## config.mk

```make
export PLATFORM = sky130hd
export DESIGN_NAME = packet_arbiter
export DESIGN_NICKNAME = d
export VERILOG_FILES = /design/src/rtl/framing_pkg.sv /design/src/rtl/rr_arbiter.sv /design/src/rtl/packet_arbiter.sv
export SDC_FILE = /design/constraint.sdc
export NUM_CORES = 1
export LEC_CHECK = 0
export BUFFER_PORTS_ARGS = -buffer_cell sky130_fd_sc_hd__buf_2
export CORE_MARGIN = 5
export CORE_UTILIZATION = 55
export CTS_CLUSTER_SIZE = 14
export DETAILED_ROUTE_END_ITERATION = 8
export PLACE_DENSITY = 0.92
export SKIP_CTS_REPAIR_TIMING = 1
export SLEW_MARGIN = 20
export SYNTH_ARGS = -nofsm -noshare
export SYNTH_HDL_FRONTEND = slang
export SYNTH_SLANG_ARGS = --single-unit
```

## constraint.sdc

```tcl
create_clock -name clk_i -period 4.1 [get_ports clk_i]
set_input_delay 0.615 -clock clk_i [delete_from_list [all_inputs] [get_ports clk_i]]
set_output_delay 0.615 -clock clk_i [all_outputs]
set_load 0.05 [all_outputs]
```

## src/rtl/framing_pkg.sv

```systemverilog
// Shared types and default framing constants for the packet arbiter slice.
package framing_pkg;

    typedef enum logic {
        idle_s   = 1'b0,
        locked_s = 1'b1
    } arb_state_e;

    localparam logic [7:0] tail_byte_0_c = 8'h0D;
    localparam logic [7:0] tail_byte_1_c = 8'h0A;
    localparam int         packet_len_c  = 1024;

    // A single requester still needs a one-bit index.
    function automatic int idx_width(input int n);
        return (n > 1) ? $clog2(n) : 1;
    endfunction

endpackage

```

## src/rtl/rr_arbiter.sv

```systemverilog
// Combinational round-robin pick: searches upward from last+1, wrapping at num_req_p.
module rr_arbiter
    import framing_pkg::*;
#(
    parameter int num_req_p = 2,
    parameter int idx_w_p   = idx_width(num_req_p)
) (
    input  logic [num_req_p-1:0] req,
    input  logic [idx_w_p-1:0]   last,
    output logic [num_req_p-1:0] grant,
    output logic [idx_w_p-1:0]   idx,
    output logic                 any
);

    int                 sum;
    logic [idx_w_p-1:0] cand;

    always_comb begin
        grant = '0;
        idx   = '0;
        any   = 1'b0;
        sum   = 0;
        cand  = '0;
        for (int k = 1; k <= num_req_p; k++) begin
            sum = int'(last) + k;
            if (sum >= num_req_p) begin
                sum = sum - num_req_p;
            end
            cand = idx_w_p'(sum);
            if (!any && req[cand]) begin
                any         = 1'b1;
                grant[cand] = 1'b1;
                idx         = cand;
            end
        end
    end

endmodule

```

## src/rtl/packet_arbiter.sv

```systemverilog
// Packet-locked round-robin arbiter: one owner streams payload plus two tail beats,
// released purely by beat count; tail mismatches raise a one-cycle frame error.
module packet_arbiter
    import framing_pkg::*;
#(
    parameter int                 num_req_p          = 2,
    parameter int                 width_p            = 8,
    parameter int                 packet_len_elems_p = packet_len_c,
    parameter logic [width_p-1:0] tail_byte_0_p      = tail_byte_0_c,
    parameter logic [width_p-1:0] tail_byte_1_p      = tail_byte_1_c
) (
    input  logic                         clk_i,
    input  logic                         reset_n_i,
    input  logic [num_req_p-1:0]         valid_i,
    output logic [num_req_p-1:0]         ready_o,
    input  logic [num_req_p*width_p-1:0] data_i,
    output logic                         valid_o,
    input  logic                         ready_i,
    output logic [width_p-1:0]           data_o,
    output logic [num_req_p-1:0]         grant_o,
    output logic                         frame_err_o
);

    localparam int idx_w_c = idx_width(num_req_p);
    localparam int cnt_w_c = $clog2(packet_len_elems_p + 2);

    localparam logic [cnt_w_c-1:0] tail0_beat_c = cnt_w_c'(packet_len_elems_p);
    localparam logic [cnt_w_c-1:0] tail1_beat_c = cnt_w_c'(packet_len_elems_p + 1);
    localparam logic [idx_w_c-1:0] last_init_c  = idx_w_c'(num_req_p - 1);

    arb_state_e           state_r;
    logic [idx_w_c-1:0]   owner_r;
    logic [idx_w_c-1:0]   last_r;
    logic [num_req_p-1:0] grant_r;
    logic [cnt_w_c-1:0]   beat_cnt_r;
    logic                 frame_err_r;

    logic [num_req_p-1:0] pick_grant;
    logic [idx_w_c-1:0]   pick_idx;
    logic                 pick_any;

    logic [width_p-1:0]   data_arr [num_req_p];
    logic                 owner_valid;
    logic [width_p-1:0]   owner_data;
    logic                 fire;
    logic                 tail_bad;

    rr_arbiter #(
        .num_req_p (num_req_p),
        .idx_w_p   (idx_w_c)
    ) u_rr_arbiter (
        .req   (valid_i),
        .last  (last_r),
        .grant (pick_grant),
        .idx   (pick_idx),
        .any   (pick_any)
    );

    for (genvar r = 0; r < num_req_p; r++) begin : g_unpack
        assign data_arr[r] = data_i[r*width_p +: width_p];
    end

    always_comb begin
        owner_valid = valid_i[owner_r];
        owner_data  = data_arr[owner_r];
        fire        = (state_r == locked_s) && owner_valid && ready_i;
        tail_bad    = ((beat_cnt_r == tail0_beat_c) && (owner_data != tail_byte_0_p)) ||
                      ((beat_cnt_r == tail1_beat_c) && (owner_data != tail_byte_1_p));
    end

    // The owner's stream is passed straight through so a stalled upstream stalls the packet.
    always_comb begin
        valid_o = 1'b0;
        data_o  = '0;
        ready_o = '0;
        grant_o = '0;
        if (state_r == locked_s) begin
            valid_o = owner_valid;
            data_o  = owner_data;
            ready_o = grant_r & {num_req_p{ready_i}};
            grant_o = grant_r;
        end
    end

    always_ff @(posedge clk_i or negedge reset_n_i) begin
        if (!reset_n_i) begin
            state_r     <= idle_s;
            owner_r     <= '0;
            last_r      <= last_init_c;
            grant_r     <= '0;
            beat_cnt_r  <= '0;
            frame_err_r <= 1'b0;
        end else begin
            frame_err_r <= fire && tail_bad;
            case (state_r)
                idle_s: begin
                    if (pick_any) begin
                        state_r    <= locked_s;
                        owner_r    <= pick_idx;
                        grant_r    <= pick_grant;
                        beat_cnt_r <= '0;
                    end
                end
                locked_s: begin
                    // Release depends only on the count; tail-valued payload never ends a packet.
                    if (fire) begin
                        if (beat_cnt_r == tail1_beat_c) begin
                            state_r    <= idle_s;
                            last_r     <= owner_r;
                            grant_r    <= '0;
                            beat_cnt_r <= '0;
                        end else begin
                            beat_cnt_r <= beat_cnt_r + cnt_w_c'(1);
                        end
                    end
                end
                default: state_r <= idle_s;
            endcase
        end
    end

    assign frame_err_o = frame_err_r;

endmodule

```

Word-level counts from Yosys, hierarchy flattened --
Cells that the tools add are included.
Cells by class: equal/unequal tests 7, order comparisons 8, bitwise logic cells 4, $add $sub $neg 5, muxes and demuxes 37, reductions and logical operators 14
Operators with widths (number):
- $mux W11 | 3
- $mux W8 | 4
- $eq A11 B11 Y1 const B | 2
- $pmux W11 S2 | 1
- $mux W1 | 18
- $ne A8 B4 Y1 const B | 2
- $mux W2 | 7
- $add A11 B1 Y11 const B | 1
- $logic_and A1 B1 Y1 | 8
- $lt A1 B2 Y1 const B | 3
- $reduce_and A3 Y1 | 2
- $ge A2 B2 Y1 const B | 2
- $ne A2 B1 Y1 const B | 2
- $pmux W2 S2 | 1
- $reduce_and A2 Y1 | 2
- $add A1 B2 Y3 const B | 1
- $ge A3 B2 Y1 const B | 1
- $add A1 B1 Y2 const B | 1
- $and A2 B2 Y2 | 1
- $demux W1 S1 | 2
- $ge A1 B1 Y1 const B | 2
- $ne A2 B2 Y1 const B | 1
- $not A1 Y2 | 1
- $or A2 B2 Y2 | 1
- 5 further kinds | 6
Word-level totals: input port bits 21, register bits after elaboration 17, output and inout port bits 14, word-level logic and storage cells 81

Logic depth before layout (Yosys ltp) --
Gate-level depths: netlist of the first run.
depth in word-level cells 12, depth in mapped cells 6, depth with buffers taken out 5

Modules after synthesis --
From an unflattened synthesis of the first run, not the netlist that was laid out.
Second synthesis, totals: cells, all modules 135, area total of the unflattened synthesis 1223.7 um^2
Modules (own cells, without submodules):
- packet_arbiter | cells an instance 130, instances 1, area an instance 1191.1 um^2, seq. area each 426.7 um^2
- rr_arbiter | cells an instance 5, instances 1, area an instance 32.5 um^2, seq. area each 0.0 um^2

Least setup slack after synthesis of the first run --
OpenSTA, ideal clock, no wires.
path kind reg2out, start register owner_r, end output port data_o[0], data required time 3.485 ns, stages on the path, launching flop included 5, setup slack 1.936 ns, data arrival time 1.549 ns, path buffers 2, path through dfrtp_1 > buf_2 > buf_2 > mux2i_1 > nor2b_1
On the way: word-level cells in the longest chain between the ends 5
Ends and longest elaborated chain:
- from (decl) | RTL line packet_arbiter.sv:32 | logic [idx_w_c-1:0] owner_r;
- from (signal assigned) | RTL line packet_arbiter.sv:99 | owner_r <= pick_idx;
- $not A1 Y2 (implied by the code) | RTL line packet_arbiter.sv:65 | owner_data = data_arr[owner_r];
- $mux W8 (implied by the code) (3 in a row) | RTL line packet_arbiter.sv:65
- $mux W8 | RTL line packet_arbiter.sv:77 | if (state_r == locked_s) begin
- to (decl) | RTL line packet_arbiter.sv:19 | output logic [width_p-1:0] data_o,
No other way between the ends. The select of a mux whose other input is x is not followed.

Worst setup path after layout of the first run --
start register owner_r, end output port valid_o
On the way: word-level cells in the longest chain between the ends 3
Ends and longest elaborated chain:
- $mux W1 (implied by the code) (2 in a row) | RTL line packet_arbiter.sv:64 | owner_valid = valid_i[owner_r];
- $mux W1 | RTL line packet_arbiter.sv:77
- to (decl) | RTL line packet_arbiter.sv:17 | output logic valid_o,
No other way between the ends. The select of a mux whose other input is x is not followed.

==> results of run 1 <==
## final cells by class
| class | count | area, um^2 | area share |
|---|---|---|---|
| well taps | 28 | 35.0 | 0.0242 |
| repair buffers | 34 | 170 | 0.117 |
| inverters | 8 | 30.0 | 0.0207 |
| clock buffers | 3 | 22.5 | 0.0155 |
| flip-flops and latches | 17 | 427 | 0.294 |
| multi-input cells | 100 | 761 | 0.525 |
| clock inverters | 1 | 5.00 | 0.00345 |
## report_power, final
part / total [mW] / switching (mW) / internal, mW / leakage, nW
logic: 0.191 / 0.122 / 0.0689 / 0.478
registers: 0.242 / 0.0479 / 0.195 / 0.203
clock network: 0.0899 / 0.0535 / 0.0363 / 0.0177
total: 0.524 / 0.224 / 0.300 / 0.699
## worst max-delay path: stages, from the launching register on
cell     delay, ps
dfrtp_1        770
mux2i_2        530
nor2b_1         80
buf_2          230
## cell usage in the layout, fill, tap and decap left out, types with 2 or more instances in the layout
master,count
a21oi_1,2
a22oi_1,8
and3_1,2
and4_1,2
buf_2,34
clkbuf_4,3
dfrtp_1,16
ha_1,3
inv_1,8
mux2i_1,8
nand2_1,10
nand3_1,6
nand4_1,2
nor2_1,4
nor2b_1,8
nor4_4,2
o21ai_0,9
o22ai_1,2
o31ai_1,4
or3_1,5
or4_1,3
## path summary, 6_finish.rpt
| path | from | endpoint | slack [ps] | cells after the start |
|---|---|---|---|---|
| max in group asynchronous | reset_n_i | last_r | 3580 | 1 |
| min in group clk_i | beat_cnt_r[9] | beat_cnt_r[9] | 610 | 2 |
| hold reg to reg | beat_cnt_r[9] | beat_cnt_r[9] | 610 | 2 |
| setup reg to reg | state_r | beat_cnt_r[6] | 1880 | 3 |
| setup / recovery | owner_r | valid_o | 1570 | 3 |
| hold / removal | reset_n_i | beat_cnt_r[3] | 210 | 1 |
## cell families after synthesis
family / count (synthesis) / synth area share
DFF: 17 / 0.340
buffers and inverters: 15 / 0.0529
AOI/OAI and AO/OA: 33 / 0.199
muxes: 11 / 0.0928
xor gates and xnor gates: 1 / 0.00699
adders and majority gates: 3 / 0.0299
and+or+nand+nor: 52 / 0.278
## sequential cells by signal, summed over array words and instances (netlist names)
signal / flops
frame_err_o: 1
state_r: 1
owner_r: 1
grant_r: 2
last_r: 1
beat_cnt_r: 11
## layer usage
metal | vias up | track usage
met1 | 551 | 0.229
met4 | 0 | 0.0629
met5 | - | 0
li1 | 557 | -
met3 | 6 | 0.0445
met2 | 23 | 0.332
==> impl_metrics.yaml, run 1 <==
global_routing:
  antenna_found_initial: 0
  first_global_vias: 1112
  grt_first_pass_wirelength_um: 5100
  grt_max_degree: 25
  grt_usage: 0.191
  grt_remaining_overflow: 0
synth:
  synth_area_mm2: 0.00125
  synth_cell_types: 44
  synth-seq-cells: 17
  yosys.area.top_type_share: 0.319
  ys.flop_type: "dfrtp_1"
  yosys_warnings: 0
  synth_edf_count: 0
  synth_area_leader_cell: "dfrtp_1"
  ys_seq_area_frac: 0.340
  post-synth-top-count-cell: "dfrtp_1"
  syn_area_per_cell_um2: 9.50
  synthCells: 132
  syn_nets: 156
  yosys-top-cells-area: "dfrtp_1, mux2i_1, a22oi_1"
  async_flop_share: 1.00
  synth_commonest_cells: "dfrtp_1, nand2_1, o21ai_0"
finish:
  drive_above_1_share: 0.301
  final_core_util: 0.662
  area_delta_synth_final_pct: 15.7
  nNetsFinal: 188
  fillerInstances: 190
  n_antenna_cell: 0
  stdcell_area_mm2: 0.00145
  stdcell_count: 191
place:
  place.gp.congestion: 0.790
  dpl_cell_area_mm2: 0.00142
  hpwl_um: 2340
  portBuffers: 34
  dp_cells: 187
  pre_cts_slack_ps: 1910
sta:
  finalMaxSlewViolations: 0
  fin_crit_ps: 2530
  setup_viol: 0
  fmax_ghz: 0.396
  maxSlewHeadroom: 0.516
  finalCritPeriodShare: 0.617
  hold_viol: 0
  skew_ps: 10.3
  setup-tns-final_ps: 0
  worst_slack_ps: 1570
  rsz0062_at_grt: "no"
  worst_pin_slew_ps: 726
  holdWs_ps: 215
detailed_routing:
  avgViaCountPerCell: 5.95
  drt_iter0_drc: 42
  num_vias: 1137
  antenna_left: 0
  drc_errors: 0
  postRouteWirelength_um: 2980
  met3RoutedLength_um: 134
  met1Wirelength_um: 1180
  wl_per_cell_um: 15.6
  dr.pass1.iters: 4
  dr_wl_met2_um: 1610
  top_layer_used: "met4"
job:
  cap_violations: 0
die:
  pin_count: 35
  rows: 17
  die_area_mm2: 0.00333
  dieHeight_um: 57.7
  design.core.area_mm2: 0.00219
  start_util: 0.572
  die_w_um: 57.7
clock_tree:
  htreeDepth: 1
  ctsLongestPathBuffers: 2
  ctsRootBufferMaster: "clkbuf_4"
  clock_latency_ps: 300
  numCtsBuffers: 3
  clkTransAtPathRegs_ps: 100
  cts.sinks: 17
  cts_tree: "done"
setup_path:
  critPathLaunchType: "flop"
  crit_fanout: 15
  path_class: "reg -> out"
  worstSetupEndpointType: "output pin"
  arrival_ps: 1910
  crit_required_ps: 3480
power_and_ir_drop:
  ir_worst_vdd_mv: 0.312
  p_total_uw: 524
  leakage_nw: 0.699
  p_per_area_mw_per_mm2: 361
status:
  status: "finished, final reports clean"
min_path:
  hold_path_class: "in -> async"
(Power assumes the default switching activity.)
==> run 2, diff against run 1 <==
- CORE_UTILIZATION: 55 -> 51
- PLACE_DENSITY: 0.92 -> 0.87
- clock period: 4.1 -> 2.4 ns (I/O delays scaled with it)
==> run 2 against run 1 <==
  * The flow now finishes with violations (negative hold slack)
  * Register-to-register slack worse by 1400 ps
  * First-iteration DRC count is 29% lower
  * Non-clock buffer count is 1 higher
  * Hold slack worse by 240 ps
  * Critical path type unchanged
  * Largest cell class unchanged
  * Largest power group unchanged
==> impl_metrics.yaml, run 2 (synthesis gave the netlist of run 1 again) <==
global_routing:
  grt_first_pass_wirelength_um: 4640
  grt_usage: 0.170
  first_global_vias: 1118
  grt_max_degree: 18
  antenna_found_initial: 0
  grt_remaining_overflow: 0
setup_path:
  r2r-start: "owner_r"
  crit_required_ps: 2040
  crit_fanout: 15
  worstSetupEndpointType: "output pin"
  critPathLaunchType: "flop"
  r2r-end: "beat_cnt_r[10]"
  path_class: "reg -> out"
  r2r_cells: 4
  arrival_ps: 1850
  regToRegSetupSlack_ps: 450
  crit_path_start: "owner_r"
power_and_ir_drop:
  p_per_area_mw_per_mm2: 609
  p_sw_uw: 374
  power_frac_seq: 0.464
  ir_worst_vdd_mv: 0.453
  power.share.clock: 0.172
  power_frac_comb: 0.364
  p_int_uw: 515
  leakage_nw: 0.700
  switching_share: 0.421
sta:
  skew_ps: 1.62
  hold_viol: 16
  setup-tns-final_ps: 0
  finalCritPeriodShare: 0.921
  fmax_ghz: 0.452
  holdWs_ps: -23.9
  setup_viol: 0
  rsz0062_at_grt: "no"
  worst_pin_slew_ps: 599
  maxSlewHeadroom: 0.601
  finalMaxSlewViolations: 0
  fin_crit_ps: 2210
detailed_routing:
  drt_iter0_drc: 30
  dr.pass1.iters: 6
  wl_per_cell_um: 13.9
  antenna_left: 0
  avgViaCountPerCell: 5.74
  postRouteWirelength_um: 2700
  drc_errors: 0
  num_vias: 1113
finish:
  stdcell_area_mm2: 0.00146
  final_core_util: 0.605
  final_cell_mix: "buf_2, dfrtp_1, nand2_1"
  largest_reg_flops: 11
  drive_above_1_share: 0.299
  largest_register: "beat_cnt_r"
  n_antenna_cell: 0
  layout_commonest_cell: "buf_2"
  stdcell_count: 194
  nNetsFinal: 189
  reg_top3: "beat_cnt_r x11, grant_r x2"
  area_delta_synth_final_pct: 16.4
clock_tree:
  cts.sinks: 17
  numCtsBuffers: 3
  ctsRootBufferMaster: "clkbuf_4"
  cts_tree: "done"
  clkTransAtPathRegs_ps: 100
  htreeDepth: 1
  ctsLongestPathBuffers: 2
  clock_latency_ps: 290
die:
  design.core.area_mm2: 0.00241
  dieHeight_um: 59.6
  die_w_um: 59.6
  pin_count: 35
  start_util: 0.520
  rows: 18
  die_area_mm2: 0.00355
place:
  dpl_cell_area_mm2: 0.00143
  portBuffers: 34
  place.gp.congestion: 0.828
  dp_cells: 190
  hpwl_um: 2150
min_path:
  hold_path_class: "in -> async"
job:
  cap_violations: 0
status:
  failed_checks: "negative hold slack"
  status: "finished, violations left"
-- run 2: cell count changes in the layout (fill, tap and decap cells not counted) --
cell,change
clkinv_2,-1
clkbuf_1,+1
buf_4,+1
-- run 2: power by group through the flow --
| stage | sequential, mW | clock [mW] | combinational, mW |
|---|---|---|---|
| 2_1_floorplan | 0.392 | 0 | 0.261 |
| 3_3_place_gp | 0.416 | 0 | 0.316 |
| 3_5_place_dp | 0.419 | 0 | 0.324 |
| 4_1_cts | 0.413 | 0.155 | 0.327 |
| 5_1_grt | 0.425 | 0.165 | 0.362 |
| 6_report | 0.413 | 0.153 | 0.323 |
-- run 2: area by class of cell --
cell class	count	area, um^2
repair buffers	35	178
clock buffers	4	26.3
multi-input cells	100	761
flip-flops and latches	17	427
inverters	8	30.0
well taps	30	37.5
fillers	205	951
-- run 2: per-stage QoR --
step           setup slack (ps)  power, mW
4_1_cts                     176      0.896
2_1_floorplan               491      0.653
3_5_place_dp                471      0.743
3_3_place_gp                526      0.733
6_report                    190      0.889
5_1_grt                    58.6      0.952
-- run 2: worst max path at each step --
stage	to	slack, ps
floorplan	data_o[0]	490
CTS	valid_o	180
global placement	beat_cnt_r[10]	530
finish	valid_o	190
detailed placement	beat_cnt_r[10]	470
global route	valid_o	60
-- run 2: routing by layer --
metal / vias to the layer above / share of wire / track usage
li1: 558 / - / -
met1: 517 / 0.44 / 0.207
met2: 36 / 0.49 / 0.298
met3: 2 / 0.063 / 0.0240
met4: 0 / 0.0092 / 0.0728
met5: - / 0 / 0
-- run 2: worst max-delay path: stages, from the launching register on --
cell     delay [ps]
dfrtp_1         730
mux2i_2         510
nor2b_1          80
buf_2           230
